==> config.mk <==
export PLATFORM = sky130hd
export DESIGN_NAME = led_blink_ctrl
export DESIGN_NICKNAME = d
export VERILOG_FILES = /design/src/rtl/led_blink_ctrl.sv
export SDC_FILE = /design/constraint.sdc
export NUM_CORES = 1
export LEC_CHECK = 0
export ABC_CLOCK_PERIOD_IN_PS = 4800
export CORE_UTILIZATION = 40
export DETAILED_ROUTE_END_ITERATION = 8
export DONT_BUFFER_PORTS = 1
export PLACE_DENSITY = 0.6
export SLEW_MARGIN = 10
export SYNTH_ARGS = -nofsm -noshare
export SYNTH_HDL_FRONTEND = slang
export SYNTH_SLANG_ARGS = --single-unit
==> constraint.sdc <==
create_clock -name sclk -period 4.8 [get_ports sclk]
set_clock_uncertainty 0.1 [all_clocks]
set_input_delay 0.24 -clock sclk [delete_from_list [all_inputs] [get_ports sclk]]
set_output_delay 0.24 -clock sclk [all_outputs]
set_load 0.01 [all_outputs]
==> src/rtl/led_blink_ctrl.sv <==
// led_blink_ctrl: multi-channel LED controller (OFF/ON/BLINK/PULSE) with a shared tick prescaler
//   Optional PWM dimming is enabled by defining macro LED_DIM_EN.
//   sclk       system clock, rising edge
//   rst_n      asynchronous active-low reset
//   cfg_we     configuration write strobe
//   cfg_ch     target channel of the write
//   cfg_mode   00 OFF, 01 ON, 10 BLINK, 11 PULSE
//   cfg_half   half-period in ticks (0 behaves as 1)
//   cfg_duty   PWM duty applied to lit phases
//   tick_o     prescaler tick, one-cycle pulse
//   led        registered LED drive, active-high
//   pulse_done one-cycle flag when a PULSE completes
module led_blink_ctrl #(
    parameter int CH_NUM   = 4,
    parameter int PRESCALE = 500,
    parameter int HALF_W   = 8,
    parameter int DIM_W    = 4,
    localparam int CW      = (CH_NUM > 1) ? $clog2(CH_NUM) : 1
) (
    input  logic              sclk,
    input  logic              rst_n,
    input  logic              cfg_we,
    input  logic [CW-1:0]     cfg_ch,
    input  logic [1:0]        cfg_mode,
    input  logic [HALF_W-1:0] cfg_half,
    input  logic [DIM_W-1:0]  cfg_duty,
    output logic              tick_o,
    output logic [CH_NUM-1:0] led,
    output logic [CH_NUM-1:0] pulse_done
);
    localparam logic [1:0] M_OFF   = 2'b00;
    localparam logic [1:0] M_BLINK = 2'b10;
    localparam logic [1:0] M_PULSE = 2'b11;
    localparam int PW = $clog2(PRESCALE);

    logic [PW-1:0] pre_cnt;
    logic          accept;

    assign accept = cfg_we && (int'(cfg_ch) < CH_NUM);

    // tick_o rises on the PRESCALE-th edge after reset release
    always_ff @(posedge sclk or negedge rst_n) begin
        if (!rst_n) begin
            pre_cnt <= '0;
            tick_o  <= 1'b0;
        end else begin
            pre_cnt <= (pre_cnt == PW'(PRESCALE - 1)) ? '0 : pre_cnt + 1'b1;
            tick_o  <= pre_cnt == PW'(PRESCALE - 1);
        end
    end

`ifdef LED_DIM_EN
    logic [DIM_W-1:0] pwm_cnt;
    always_ff @(posedge sclk or negedge rst_n) begin
        if (!rst_n) pwm_cnt <= '0;
        else        pwm_cnt <= pwm_cnt + 1'b1;
    end
`endif

    for (genvar i = 0; i < CH_NUM; i++) begin : g_ch
        logic [1:0]        mode, mode_nxt;
        logic [HALF_W-1:0] half, half_nxt, ph, ph_nxt, h_eff;
        logic [DIM_W-1:0]  duty, duty_nxt;
        logic              raw, raw_nxt, done, done_nxt, wr, phase_end;

        assign wr        = accept && (cfg_ch == CW'(i));
        assign h_eff     = (half == '0) ? HALF_W'(1) : half;
        // mode[1] set means BLINK or PULSE, the only modes that consume ticks
        assign phase_end = tick_o && mode[1] && (ph == h_eff - 1'b1);

        // a write overrides any tick arriving in the same cycle
        always_comb begin
            mode_nxt = wr ? cfg_mode : (phase_end && mode == M_PULSE) ? M_OFF : mode;
            half_nxt = wr ? cfg_half : half;
            duty_nxt = wr ? cfg_duty : duty;
            ph_nxt   = wr ? '0 : (tick_o && mode[1]) ? (phase_end ? '0 : ph + 1'b1) : ph;
            raw_nxt  = wr ? (cfg_mode != M_OFF) : phase_end ? (mode == M_BLINK && !raw) : raw;
            done_nxt = !wr && phase_end && mode == M_PULSE;
        end

        always_ff @(posedge sclk or negedge rst_n) begin
            if (!rst_n) begin
                mode <= M_OFF;
                half <= HALF_W'(1);
                duty <= '1;
                ph   <= '0;
                raw  <= 1'b0;
                done <= 1'b0;
            end else begin
                mode <= mode_nxt;
                half <= half_nxt;
                duty <= duty_nxt;
                ph   <= ph_nxt;
                raw  <= raw_nxt;
                done <= done_nxt;
            end
        end

        assign pulse_done[i] = done;

`ifdef LED_DIM_EN
        // gate the next raw state so dimming adds no delay to raw timing
        logic led_q;
        always_ff @(posedge sclk or negedge rst_n) begin
            if (!rst_n) led_q <= 1'b0;
            else        led_q <= raw_nxt && (duty_nxt == '1 || pwm_cnt < duty_nxt);
        end
        assign led[i] = led_q;
`else
        assign led[i] = raw;
`endif
    end
endmodule

Yosys cells after proc, flatten, opt, wreduce, memory -nomap -nowiden. Index checks and enable logic that the tools add are counted.

Register bits: 90. Input port bits: 19.

Add/subtract/negate cells: 9. Equal/unequal tests: 16. Muxes and demuxes: 33. Reductions and logical operators: 54.

Operators with widths (count): 8-bit 2-to-1 mux (16); 8-bit by 1-bit adder with 8-bit output, second input constant (4); 8-bit equality test (4); 8-bit logical NOT (4); 8-bit by 1-bit subtractor with 8-bit output, second input constant (4); 1-bit logical AND (28); 2-bit nonzero test (13); 2-bit equality test, second input constant (10); 2-bit 2-to-1 mux (8); 9-bit by 1-bit adder with 9-bit output, second input constant (1); 9-bit equality test, second input constant (1); 9-bit 2-to-1 mux (1); 1-bit logical NOT (8); 1-bit 2-to-1 mux (8); 2-bit by 1-bit equality test with 1-bit output, second input constant (1); 2-bit logical NOT (1).

Logic depth before layout (Yosys ltp).
Depth after elaboration: 8. Gate-level depth with buffers: 11. Gate-level depth less buffers: 10.

Worst setup path before layout. Ideal clock, no wire load.

Kind: reg2reg. Start: reg g_ch[2].half[2]. End: reg g_ch[2].ph[2]. Library setup time: 125 ps. Data arrival time: 2591 ps. Required time: 4575 ps. Path slack: 1984 ps. Stages on the path, launching flop included: 11. Path buffers: 1. Cells stage by stage: dfrtp_1 nor4_1 a21oi_1 ha_1 xnor2_1 nor3_1 nand4_1 nor4_1 or2_0 clkbuf_1 nor2_1.

Cells in the longest elaborated chain, start to end: 8.

Ends and longest elaborated chain: from (decl) (RTL line 62) `logic [HALF_W-1:0] half, half_nxt, ph, ph_nxt, h_eff;`; from (signal assigned) (RTL line 91) `half <= half_nxt;`; 8-bit logical NOT (RTL line 67) `assign h_eff = (half == '0) ? HALF_W'(1) : half;`; 8-bit 2-to-1 mux (*) (RTL line 67); 8-bit by 1-bit subtractor with 8-bit output (*) (RTL line 69) `assign phase_end = tick_o && mode[1] && (ph == h_eff - 1'b1);`; 8-bit equality test (*) (RTL line 69); 1-bit logical AND (*) (RTL line 69); 8-bit 2-to-1 mux (*) (3 in series) (RTL line 76) `ph_nxt = wr ? '0 : (tick_o && mode[1]) ? (phase_end ? '0 : ph + 1'b1) : ph;`; to (signal assigned) (RTL line 93) `ph <= ph_nxt;`; to (decl) (RTL line 62).

Mark *: on every way between the ends. The rest lies on a longest branch, timed or not. The select of a mux whose other input is x is not followed. A chain may end at the register's enable or synchronous reset.

Worst setup path in the final report.
Start: reg g_ch[2].half[2]. End: reg g_ch[2].ph[7].

Same word-level chain as after synthesis.

==> impl_results.md <==
- Status: completed
- PwrDens: 368 nW/um^2
- Arrival @ worst endpoint: 3.41 ns
- RSZ-0062 raised after global routing: no
- Highest Signal Layer: met4
- Sequential area share after synthesis: 45.8%
- Gr usage total: 17.9%
- IO Count: 28
- Post-synth EDFFs: 0
- Global-route wire length before repair: 18,000 microns
- Overall Power: 2.01 mW
- Met1 Wirelength: 5050 microns
- CORE AREA: 12,000 sq um
- Post-route ant nets: 0
- Placed Area: 5000 sq um
- Max-cap viol count: 0
- Die boundary height: 113 microns
- Worst setup EP type: register
- Cts bufs inserted: 9
- Die Area: 12,800 sq um
- Clk buf depth: 2
- Most frequent cells in the layout: dfrtp_1, nand2_1, nor2_1, xor2_1
- Via density: 5.44
- Worst Hold Class: in2reg
- Layout cells sized above 1: 9.07%
- Pin count of the biggest net entering global routing: 91
- Row count: 40
- Post-synth ARST share: 100%
- Dpl ws: 1.46 ns
- P&R area growth vs syn: 11.1%
- Slew @ Worst Pin: 0.843 ns
- Die X: 113 microns
- Max-slew headroom: 43.6%
- CTS root buf: clkbuf_16
- Vias in the first global route: 3,624
- Leakage power total: 2.39 nW
- Fin Setup TNS: 0 ns
- Syn Inst Count: 522
- TritonCTS clock tree: built
- Critical path peak fanout: 6
- Synth Area in XOR/XNOR: 10.8%
- Setup violators final: 0
- Syn_area_per_cell: 9.44 sq um
- Clock sink count: 90
- Cts hold-fix bufs: 13
- Final HPWL DP: 7160 microns
- Crit start category: register
- Multiplexer share of the synthesized area: 5.48%
- Port buffer count: 0
- H-tree levels: 3
- Synthesized area: 4930 sq um
- Compound-Gate Fraction of Synth Area: 8.73%
- Critical path type: reg2reg
- Met3 wire len: 389 microns
- Clk_lat worst skew: 0.34 ns
- Yosys warns: 0
- Met2 wire length: 5000 microns
- Cell variety after synth: 53
- Main combinational cell family by area after synthesis: simple AND/OR/NAND/NOR gates
- Starting Density: 41.0%
- Fmax: 0.302 GHz
- Setup Buffers After CTS: 0
- Post-route setup slack: 1.49 ns
- Final Hold Viols: 0
- ANT cells: 0
- Design Area, Final: 5480 sq um
- Avg WL per Cell: 15.7 microns
- Min Clock Period, post-route: 3.31 ns
- CTS clk-pin slew, worst paths: 0.06 ns
- Post-synthesis simple-gate area fraction: 23.5%
- Pins over their slew limit: 0
- Main synth FF type: dfrtp_1
- DR vias: 3,679
- Synth Area in Adders: 2.28%
- Syn nets: 550
- Starting DRT DRC Count: 109
- Placer Congestion: 0.849
- Post-synthesis register bit count: 90
- DRC: 0
- Post_cts resized: 0
- DRT Pass-1 Iters: 4
- Worst VDD drop: 0.000216 V
- Ratio of final minimum period to clock period: 68.9%
- Worst EP required: 4.91 ns
- Total gr overflow: 0
- Most common cell after layout, fill and taps aside: dfrtp_1
- Initial antenna violation count: 0
- DRT Wirelength: 10,600 microns
- Layout Nets: 552
[path summary, 6_finish.rpt]
kind	startpoint	cells after the start	to	slack, ns
min in group asynchronous	rst_n	2	g_ch[3].half[2]	0.44
setup reg to reg	g_ch[2].half[2]	9	g_ch[2].ph[7]	1.49
setup / recovery	g_ch[2].half[2]	9	g_ch[2].ph[7]	1.49
hold / removal	cfg_mode[1]	2	g_ch[3].mode[1]	0.006
hold reg to reg	pre_cnt[0]	1	pre_cnt[0]	0.39
max in group asynchronous	rst_n	2	g_ch[0].half[0]	3.81
[layout make-up]
type,instances,area (sq um)
Fill cell,1140,6540
Multi-Input combinational cell,397,2500
Sequential cell,90,2260
Clock buffer,11,243
Tap cell,147,184
Timing Repair Buffer,15,163
Clock inverter,5,85.1
Inverter,11,41.3
[flip-flops by register name (all words and copies together), names as in the netlist]
signal / count
g_ch.done: 4
g_ch.half: 32
g_ch.mode: 8
g_ch.ph: 32
g_ch.raw: 4
pre_cnt: 9
tick_o: 1
[critical path, stage by stage, from the launching register on]
cell and delay (ns):
dfrtp_1 0.43, nor4_1 0.46, a21oi_1 0.19, ha_1 0.34
xnor2_1 0.13, nor3_1 0.18, nand4_1 0.15, nor4_1 0.74
or2_0 0.38, nor2_1 0.09
[stage by stage]
step	util, %	instances	hold slack, ns
floorplan	-	522	-0.156
global placement	41.6	647	-0.150
detailed placement	41.6	647	-0.151
CTS	45.6	676	0.000117
global route	45.6	676	0.0269
finish	45.6	676	0.00641
[logic make-up after synthesis]
| logic type | count (synthesis) |
|---|---|
| buffers and inverters | 35 |
| AO/OA/AOI/OAI | 70 |
| flip-flops | 90 |
| adder cells (fa/ha/maj) | 9 |
| AND/OR/NAND/NOR | 232 |
| multiplexers | 25 |
| XOR/XNOR | 61 |
[synth_stat cells (all sizes together) (11+ instances only)]
library cell  number  share of area [%]
dfrtp             86                 44
a21oi             11                1.1
xor2              36                6.4
nand3             25                2.5
xnor2             25                4.4
and3              12                1.5
mux2              16                3.7
inv               11               0.84
nor2              38                2.9
nand2             78                5.9
nor3              24                2.4
o21ai             28                2.8
nand4             13                1.8
clkbuf            15                1.1
[report_power, final]
part           internal, mW  switching, mW
Sequential            0.827         0.0845
Clock                 0.474          0.303
Combinational         0.152          0.174
[per-layer routing]
layer / vias up / GRT usage [%]
met1: 1788 / 23.8
met3: 13 / 3.86
met4: 0 / 5.79
met5: - / 0
met2: 52 / 29.3
li1: 1826 / -
(Power assumes the default switching activity.)
